===== src/rtl/uart_rx_fifo.sv =====
`default_nettype none
// ============================================================================
// Module   : uart_rx_fifo
// Brief    : UART receiver (start/data/optional parity/stop) feeding a
//            first-word-fall-through receive FIFO with per-entry parity and
//            framing flags and a sticky overrun indication.
// Revision : 1.0 - initial release
// ============================================================================
module uart_rx_fifo #(
  parameter int CLKS_PER_BIT = 868,
  parameter int DATA_BITS    = 8,
  parameter int PARITY       = 0,
  parameter int DEPTH        = 4
) (
  input  logic                     clk,
  input  logic                     reset,
  input  logic                     rx,
  output logic                     rd_valid,
  input  logic                     rd_ready,
  output logic [DATA_BITS-1:0]     rd_data,
  output logic                     rd_perr,
  output logic                     rd_ferr,
  output logic [$clog2(DEPTH):0]   count,
  output logic                     overrun,
  input  logic                     clr_overrun
);

  localparam int AW = $clog2(DEPTH);
  localparam int CW = $clog2(CLKS_PER_BIT);
  localparam int BW = $clog2(DATA_BITS);

  localparam logic [CW-1:0] BAUD_LAST = CW'(CLKS_PER_BIT - 1);
  localparam logic [CW-1:0] HALF_LAST = CW'(CLKS_PER_BIT / 2 - 1);
  localparam logic [BW-1:0] BIT_LAST  = BW'(DATA_BITS - 1);
  localparam logic [AW:0]   FULL_CNT  = (AW+1)'(DEPTH);

  typedef enum logic [2:0] {
    S_IDLE      = 3'd0,
    S_START     = 3'd1,
    S_DATA      = 3'd2,
    S_PARITY    = 3'd3,
    S_STOP      = 3'd4,
    S_WAIT_IDLE = 3'd5
  } state_t;

  state_t                state, state_next;
  logic                  rx_meta, rxs;
  logic [CW-1:0]         baud_cnt;
  logic [BW-1:0]         bit_cnt;
  logic [DATA_BITS-1:0]  data_sr;
  logic                  perr_r;

  logic                  baud_tick;
  logic                  baud_clr;
  logic                  bit_clr;
  logic                  shift_en;
  logic                  par_en;
  logic                  push;

  logic [DATA_BITS-1:0]  mem_data [DEPTH];
  logic                  mem_perr [DEPTH];
  logic                  mem_ferr [DEPTH];
  logic [AW-1:0]         wr_ptr, rd_ptr;
  logic                  full;
  logic                  do_pop;
  logic                  do_push;

  assign baud_tick = (baud_cnt == BAUD_LAST);

  // Two-flop synchronizer for the asynchronous line; idles high out of reset.
  always_ff @(posedge clk) begin
    if (reset) begin
      rx_meta <= 1'b1;
      rxs     <= 1'b1;
    end else begin
      rx_meta <= rx;
      rxs     <= rx_meta;
    end
  end

  // Receiver state register.
  always_ff @(posedge clk) begin
    if (reset) state <= S_IDLE;
    else       state <= state_next;
  end

  // Next-state decode and per-cycle datapath controls for the receiver.
  always_comb begin
    state_next = state;
    baud_clr   = 1'b0;
    bit_clr    = 1'b0;
    shift_en   = 1'b0;
    par_en     = 1'b0;
    push       = 1'b0;
    unique case (state)
      S_IDLE: begin
        if (!rxs) begin
          state_next = S_START;
          baud_clr   = 1'b1;
          bit_clr    = 1'b1;
        end
      end
      S_START: begin
        // Half a bit into the start bit: a high line means a glitch.
        if (baud_cnt == HALF_LAST) begin
          baud_clr   = 1'b1;
          state_next = rxs ? S_IDLE : S_DATA;
        end
      end
      S_DATA: begin
        if (baud_tick) begin
          baud_clr = 1'b1;
          shift_en = 1'b1;
          if (bit_cnt == BIT_LAST) state_next = (PARITY != 0) ? S_PARITY : S_STOP;
        end
      end
      S_PARITY: begin
        if (baud_tick) begin
          baud_clr   = 1'b1;
          par_en     = 1'b1;
          state_next = S_STOP;
        end
      end
      S_STOP: begin
        if (baud_tick) begin
          baud_clr   = 1'b1;
          push       = 1'b1;
          state_next = rxs ? S_IDLE : S_WAIT_IDLE;
        end
      end
      S_WAIT_IDLE: begin
        // A break produces one entry; wait for the line to return high.
        if (rxs) state_next = S_IDLE;
      end
      default: state_next = S_IDLE;
    endcase
  end

  // Baud/bit counters, LSB-first shift register and parity check.
  always_ff @(posedge clk) begin
    if (reset) begin
      baud_cnt <= '0;
      bit_cnt  <= '0;
      data_sr  <= '0;
      perr_r   <= 1'b0;
    end else begin
      if (baud_clr)
        baud_cnt <= '0;
      else if (state != S_IDLE && state != S_WAIT_IDLE)
        baud_cnt <= baud_cnt + CW'(1);

      if (bit_clr) begin
        bit_cnt <= '0;
        perr_r  <= 1'b0;
      end else if (shift_en) begin
        bit_cnt <= bit_cnt + BW'(1);
      end

      if (shift_en) data_sr <= {rxs, data_sr[DATA_BITS-1:1]};

      // Odd parity expects the XOR over data and parity bit to be 1.
      if (par_en) perr_r <= (^data_sr) ^ rxs ^ (PARITY == 1);
    end
  end

  assign full     = (count == FULL_CNT);
  assign rd_valid = (count != '0);
  assign do_pop   = rd_valid & rd_ready;
  // A pop frees the slot in the same cycle, so a full FIFO still accepts.
  assign do_push  = push & (~full | do_pop);

  // FIFO storage; contents need no reset because outputs are gated by rd_valid.
  always_ff @(posedge clk) begin
    if (do_push) begin
      mem_data[wr_ptr] <= data_sr;
      mem_perr[wr_ptr] <= perr_r;
      mem_ferr[wr_ptr] <= ~rxs;
    end
  end

  // FIFO pointers, occupancy and sticky overrun (set beats clear).
  always_ff @(posedge clk) begin
    if (reset) begin
      wr_ptr  <= '0;
      rd_ptr  <= '0;
      count   <= '0;
      overrun <= 1'b0;
    end else begin
      if (do_push) wr_ptr <= wr_ptr + AW'(1);
      if (do_pop)  rd_ptr <= rd_ptr + AW'(1);
      count <= count + {{AW{1'b0}}, do_push} - {{AW{1'b0}}, do_pop};
      if (push && full && !do_pop)
        overrun <= 1'b1;
      else if (clr_overrun)
        overrun <= 1'b0;
    end
  end

  assign rd_data = rd_valid ? mem_data[rd_ptr] : '0;
  assign rd_perr = rd_valid ? mem_perr[rd_ptr] : 1'b0;
  assign rd_ferr = rd_valid ? mem_ferr[rd_ptr] : 1'b0;

endmodule
`default_nettype wire

===== config.mk =====
export PLATFORM = sky130hd
export DESIGN_NAME = uart_rx_fifo
export DESIGN_NICKNAME = d
export VERILOG_FILES = /design/src/rtl/uart_rx_fifo.sv
export SDC_FILE = /design/constraint.sdc
export NUM_CORES = 1
export LEC_CHECK = 0
export BUFFER_PORTS_ARGS = -buffer_cell sky130_fd_sc_hd__buf_2
export CORE_AREA = 2 2 95 97
export DETAILED_ROUTE_END_ITERATION = 10
export DIE_AREA = 0 0 97 99
export GPL_TIMING_DRIVEN = 1
export SETUP_SLACK_MARGIN = 0.05
export SYNTH_ARGS = -nofsm -noshare
export SYNTH_HDL_FRONTEND = slang
export SYNTH_SLANG_ARGS = --single-unit

===== constraint.sdc =====
create_clock -name clk -period 4.8 [get_ports clk]
set_input_delay 0.24 -clock clk [delete_from_list [all_inputs] [get_ports clk]]
set_output_delay 0.24 -clock clk [all_outputs]
set_load 0.02 [all_outputs]

==> results of run 1 <==
[layout make-up]
class | instances | area, um2
clock buffers | 9 | 123.9
clock inverters | 7 | 55.05
fillers | 825 | 4870
inverters | 8 | 30.03
multi-input cells | 165 | 1300
flip-flops and latches | 77 | 1942
well taps | 108 | 135.1
repair buffers | 19 | 95.09
[cell usage after synthesis, drive strengths merged, types with 3 or more instances]
master,n
and2,15
buf,3
clkbuf,9
dfxtp,37
edfxtp,40
ha,10
inv,8
mux2i,12
mux4,10
nand2,6
nand4,5
nor2,39
nor3,3
o21ai,4
or2,5
xnor2,13
xor2,11
[metal layers]
metal | GRT usage | wire, um | vias up
met5 | 0 | 0 | -
met4 | 0.03792 | 21 | 0
met3 | 0.04468 | 188 | 5
met2 | 0.2190 | 2839 | 26
met1 | 0.1589 | 2599 | 960
li1 | - | - | 970
[logic make-up (layout without fill, tap and decap cells)]
group | count (synthesis) | after routing
simple gates | 92 | 92
flops | 77 | 77
xor+xnor | 24 | 24
mux | 22 | 22
buf+inv | 20 | 43
compound gates | 16 | 16
fa+ha+maj | 11 | 11
[registers in the layout, indices dropped and copies added (netlist names), 3 cells and up, named ones only]
register,cells
count,3
data_sr,8
baud_cnt,10
bit_cnt,3
mem_perr,4
mem_data,32
mem_ferr,4
state,3
[per-stage QoR]
step / cells / total power, uW / hold WS (ns) / setup slack (ns) / util
2_1_floorplan: 262 / 1014 / 0.3116 / 1.824 / -
3_3_place_gp: 377 / 1107 / 0.3963 / 1.725 / 0.4096
3_5_place_dp: 377 / 1113 / 0.3993 / 1.666 / 0.4096
4_1_cts: 393 / 1557 / 0.05082 / 1.639 / 0.4305
5_1_grt: 393 / 1616 / 0.04784 / 1.426 / 0.4305
6_report: 393 / 1527 / 0.06948 / 1.655 / 0.4305
[worst max path at each step]
stage / start / to / slack, ns / cells past startpoint
after floorplan: baud_cnt[2] / count[2] / 1.82 / 13
after global placement: baud_cnt[2] / count[2] / 1.73 / 12
after detailed placement: baud_cnt[2] / count[2] / 1.67 / 12
after CTS: baud_cnt[2] / count[2] / 1.64 / 12
after global routing: baud_cnt[0] / count[2] / 1.43 / 13
final: baud_cnt[0] / count[2] / 1.65 / 13
[placed cells by master, fill, tap and decap left out, drive strengths merged, types with 2 or more instances in the layout]
cell type and count:
edfxtp 40, nor2 39, dfxtp 37, buf 19
and2 15, xnor2 13, mux2i 12, xor2 11
inv 11, mux4 10, ha 10, clkbuf 9
nand2 6, nand4 5, or2 5, o21ai 4
nor3 3, nand2b 2, nor2b 2, nor3b 2
o2111ai 2, a32oi 2, a21oi 2, and3 2
nand3 2, or3 2, or3b 2, clkinvlp 2
clkinv 2
[worst max-delay path, stage by stage (launching register included)]
cell and delay, ns:
dfxtp_1 0.43, ha_1 0.28, nand4_1 0.17, or4_4 0.45
nor3_2 0.35, inv_1 0.09, ha_1 0.29, inv_1 0.05
ha_1 0.12, inv_1 0.04, fa_1 0.37, xor2_1 0.17
xnor2_1 0.14, nor2_1 0.06
[power by group through the flow]
stage          sequential, uW  clock, uW  combinational, uW
2_1_floorplan             751          0                262
3_3_place_gp              771          0                336
5_1_grt                   766        485                366
6_report                  755        438                335
3_5_place_dp              772          0                341
4_1_cts                   757        458                342
==> flow_summary.ini, run 1 <==
[routing]
ant_nets = 0
drc = 0
drtIter0Drc = 81
wirelength_um = 5649
routed-via-count = 1961
vias_per_cell = 4.990
post_drt_wl_per_cell_um = 14.37
dr.pass1.iters = 4

[die]
dieArea_um2 = 9603
num_rows = 34
core_area_um2 = 8551
die_h_um = 99
start_util = 0.3889
die_x_um = 97
io_pins = 20

[power_and_ir_drop]
p_comb_frac = 0.219
netSwitchingPower_uw = 471.6
p_sw_frac = 0.3088
ir_worst_vdd_mv = 0.1538
p_per_area_nw_per_um2 = 414.9
intPower_uw = 1056
pwr-share-clk = 0.287
p_leak_uw = 0.001390
sequentialPowerShare = 0.494

[logic_synthesis]
synth.yosys.seq_area_share = 0.5839
synth_fa_ha_area_frac = 0.04364
synth_cell_types = 45
synth-simple-area-share = 0.1467
synthXorXnorAreaFrac = 0.06321
syn_area_um2 = 3326
yosysTopAreaCellShare = 0.3612
synth_compound_area_frac = 0.03348
synth_seq_cells = 77
synth_top_area_cell = edfxtp_1
avgSynthCellArea_um2 = 12.69
synth_edf_count = 40
synthArstFlopShare = 0
syn_inst = 262
synth_top_family_by_area = simple AND/OR/NAND/NOR gates
synth_area_leaders = edfxtp_1 36%, dfxtp_1 22%, mux4_2 6.8%, nor2_1 4.4%, ha_1 3.8%
ys.warnings.count = 0
synthesis.nets = 278
ys.flop_type = edfxtp_1
synth.area.mux_share = 0.1038

[finish]
insertedDiodeCount = 0
fin_nets = 296
fin_area_um2 = 3681
area_delta_synth_final_pct = 10.68
drive_gt1_frac = 0.1930

[cts]
cts_tree = done
cts_buffers = 9
cts_hold_buf = 0
clkLatencyLatePin_ns = 0.35
cts_buffer_depth = 2
path_clk_slew_ns = 0.09
root_buffer = clkbuf_8
post_cts_buffers = 0
cts_sinks = 77
htreeDepth = 3
cts_resized = 0

[timing]
tightest_slew_ns = 0.7322
finalCritPeriodShare = 0.6553
finalSetupViolations = 0
clock.fmax_ghz = 0.3179
relSlewSlack = 0.5086
drv_slew = 0
post-route-min-period_ns = 3.145
finalHoldViolCount = 0
fin_skew_ns = 0.01276
tns_ns = 0
rsz0062_at_grt = no

[hold_path]
worstHoldEndpoint = rx_meta
hold_start = rx
min_path_type = in2reg
hold_path_depth = 2

[critical_path]
r2r_setup_slack_ns = 1.65
start_kind = register
arrival_ns = 3.36
cp_max_fo = 7
end_kind = register
critPathKind = reg2reg
cp.required_ns = 5.02
r2r-end = count[2]
ff2ff_path_depth = 13
crit-reg2reg-launch = baud_cnt[0]

[placement]
globalplace.congestion = 0.8507
place_hpwl_um = 3762
place_area_um2 = 3502
place.port_buffers = 19

[job]
cap_violations = 0

[grt]
antenna_found_initial = 0
grt_pass1_wl_um = 9722
overflow = 0
grt_max_degree = 26
grt_usage = 0.1299
grt_pass1_vias = 1958

[run_status]
status = finished clean
Note: power is estimated with default switching activity, not from simulation.
==> run 2: changes to the inputs <==
--- a/config.mk
+++ b/config.mk
@@ -5,10 +5,11 @@
 export SDC_FILE = /design/constraint.sdc
 export NUM_CORES = 1
 export LEC_CHECK = 0
+export ABC_AREA = 1
 export BUFFER_PORTS_ARGS = -buffer_cell sky130_fd_sc_hd__buf_2
-export CORE_AREA = 2 2 95 97
+export CORE_AREA = 2 2 97 99
 export DETAILED_ROUTE_END_ITERATION = 10
-export DIE_AREA = 0 0 97 99
+export DIE_AREA = 0 0 99 101
 export GPL_TIMING_DRIVEN = 1
 export SETUP_SLACK_MARGIN = 0.05
 export SYNTH_ARGS = -nofsm -noshare
==> constraint.sdc (replaced) <==
create_clock -name clk -period 2.8 [get_ports clk]
set_input_delay 0.14 -clock clk [delete_from_list [all_inputs] [get_ports clk]]
set_output_delay 0.14 -clock clk [all_outputs]
set_load 0.02 [all_outputs]
==> run 2 against run 1 <==
Die area up 4.1%. Fmax up 26%. Final area up 8.7%. Non-clock buffer count up 7. Wire length up 19%. Sequential share of layout area down 4.2 points. Setup slack worse by 1.4 ns. Via count up 32%. Clock power up 110%. Largest cell class unchanged. Highest routed layer unchanged.
==> flow_summary.ini, run 2 <==
[placement]
place_ws_ns = 0.2337
place.port_buffers = 19
globalplace.congestion = 0.8046
dp_cells = 527
place_hpwl_um = 4499

[logic_synthesis]
avgSynthCellArea_um2 = 8.815
synth_common_cells = 76 x nand2_1, 61 x nor2_1, 40 x edfxtp_1, 40 x inv_1
yosysTopAreaCellShare = 0.3407
synth_seq_cells = 77
syn_inst = 400
synth_cell_types = 29
synthXorXnorAreaFrac = 0.01987
synth_edf_count = 40
synthMostInstantiatedCell = nand2_1
synth_fa_ha_area_frac = 0.04116
synth_compound_area_frac = 0.09794
synth.area.mux_share = 0
syn_area_um2 = 3526
synth_top_area_cell = edfxtp_1
synthArstFlopShare = 0
synth-simple-area-share = 0.2342
synthesis.nets = 416
synth.yosys.seq_area_share = 0.5507
ys.flop_type = edfxtp_1
ys.warnings.count = 0
synth_top_family_by_area = simple AND/OR/NAND/NOR gates
synth_area_leaders = edfxtp_1 34%, dfxtp_1 21%, nand2_1 8.1%, nor2_1 6.5%, a21oi_1 5.3%

[grt]
antenna_found_initial = 0
grt.busiest_layer = met2
grtUsageMet2 = 0.2412
gr-usage-met1 = 0.1862
grt_pass1_wl_um = 11390
grt_max_degree = 22
grt_usage = 0.1448
met3_usage = 0.02774
overflow = 0
grt_pass1_vias = 2373

[timing]
tns_ns = 0
rsz0062_at_grt = no
finalHoldViolCount = 0
tightest_slew_ns = 0.5421
post-route-min-period_ns = 2.506
fin_skew_ns = 0.01185
clock.fmax_ghz = 0.3990
drv_slew = 0
relSlewSlack = 0.6382
finalSetupViolations = 0
finalCritPeriodShare = 0.8950
hold-worst-slack_ns = 0.04191
final.setup.worst_slack_ns = 0.2939

[finish]
layout_common_cells = 76 x nand2_1, 61 x nor2_1, 40 x inv_1, 40 x edfxtp_1, 37 x a21oi_1
fin_nets = 444
area_delta_synth_final_pct = 13.48
fillers = 846
stdcell_count = 544
largest_register = mem_data
insertedDiodeCount = 0
layout_commonest_cell = nand2_1
top_regs = mem_data: 32 flops, baud_cnt: 10 flops, data_sr: 8 flops
largest_register_ffs = 32
drive_gt1_frac = 0.1293

[power_and_ir_drop]
p_sw_frac = 0.3220
netSwitchingPower_uw = 919.5
p_total_uw = 2856
p_per_area_nw_per_um2 = 713.7
pwr-share-clk = 0.329
intPower_uw = 1936
p_comb_frac = 0.227
p_leak_uw = 0.001577
ir_worst_vdd_mv = 0.2540
sequentialPowerShare = 0.444

[routing]
dr.pass1.iters = 4
post_drt_wl_per_cell_um = 12.34
wirelength_um = 6715
vias_per_cell = 4.756
drtIter0Drc = 79
ant_nets = 0
routed-via-count = 2587
drc = 0

[hold_path]
min_path_type = in2reg
hold_path_depth = 4

[die]
die_x_um = 99
start_util = 0.3928
dieArea_um2 = 9999
io_pins = 20
core_area_um2 = 8977
die_h_um = 101
num_rows = 35

[cts]
htreeDepth = 3
path_clk_slew_ns = 0.09
root_buffer = clkbuf_8
clkLatencyLatePin_ns = 0.34
cts_tree = done
cts_sinks = 77
cts_buffers = 9
cts_buffer_depth = 2

[critical_path]
worst_path_max_delay_cell = dfxtp_2
cp.required_ns = 3.08
cp_max_fo = 7
slowest_delay_ns = 0.39
ff2ff_path_depth = 14
start_kind = register
r2r_setup_slack_ns = 0.29
arrival_ns = 2.78
worstPathCellList = ha_1 > nand3_1 > nor2_4 > nand2_2 > nor2_4 > nand2_2 > ha_1 > inv_1 > ha_1 > inv_1 > fa_1 > inv_1 > o21ai_0 > a21oi_1
end_kind = register
critPathKind = reg2reg

[run_status]
status = finished clean

[job]
cap_violations = 0
## run 2: cell count changes in the layout (fill, tap and decap cells not counted), moves of 15 or more
| cell | before | now |
|---|---|---|
| a21oi_1 | 2 | 37 |
| and2_1 | 15 | 0 |
| inv_1 | 8 | 40 |
| nand2_1 | 6 | 76 |
| nor2_1 | 39 | 61 |
| o21ai_0 | 3 | 30 |
## run 2: path summary, 6_finish.rpt
check | start | end
worst min-delay path | clr_overrun | overrun
worst max register to register | baud_cnt[0] | count[2]
worst min register to register | rx_meta | rxs
worst max-delay path | baud_cnt[0] | count[2]
## run 2: cells by family (layout without fill, tap and decap cells)
group           Yosys count  count (layout)
fa+ha+maj                11              11
simple gates            183             183
buf+inv                  52              85
flops                    77              77
xor+xnor                  8               8
compound gates           69              69
## run 2: what timing repair did
item / in CTS / in global routing
buffers inserted: 0 / 0
endpoints found under the hold margin: 1 / 0
hold buffers: 1 / 0
setup endpoints to repair: 0 / 1
gates resized for setup: 0 / 1
## run 2: power groups by stage
stage	logic (uW)	clock network, uW	registers (uW)
after floorplan	436	0	1300
after global placement	635	0	1290
after detailed placement	652	0	1290
after CTS	654	959	1270
after global routing	730	1010	1280
final	648	941	1270
## run 2: metrics by stage
| step | instance area, um2 | util |
|---|---|---|
| after global placement | 3769 | 0.4198 |
| final | 4001 | 0.4457 |
| after detailed placement | 3769 | 0.4198 |
| after CTS | 4000 | 0.4456 |
| after floorplan | 3526 | - |
| after global routing | 4001 | 0.4457 |
## run 2: layer usage
metal	share of wire	routed length, um	vias up
met5	0	0	-
met4	0.015	102	0
met3	0.028	187	10
met2	0.47	3146	36
met1	0.49	3277	1167
li1	-	-	1374
## run 2: final cells by class
class                   count  area, um2  share of cell area
flip-flops and latches     77       1943              0.4856
clock inverters             6      93.84             0.02345
well taps                 111      138.9             0.03471
inverters                  43      161.4             0.04034
multi-input cells         271       1386              0.3465
repair buffers             26      150.1             0.03752
clock buffers              10      127.6             0.03189
## run 2: critical path: cells and delay by family (launching register included)
family                   cells  cell delay [ns]
flip-flops                   1             0.39
AND/OR/NAND/NOR              5             0.67
adder cells (fa/ha/maj)      4             0.97
AO/OA/AOI/OAI                2             0.24
buffers and inverters        3             0.17
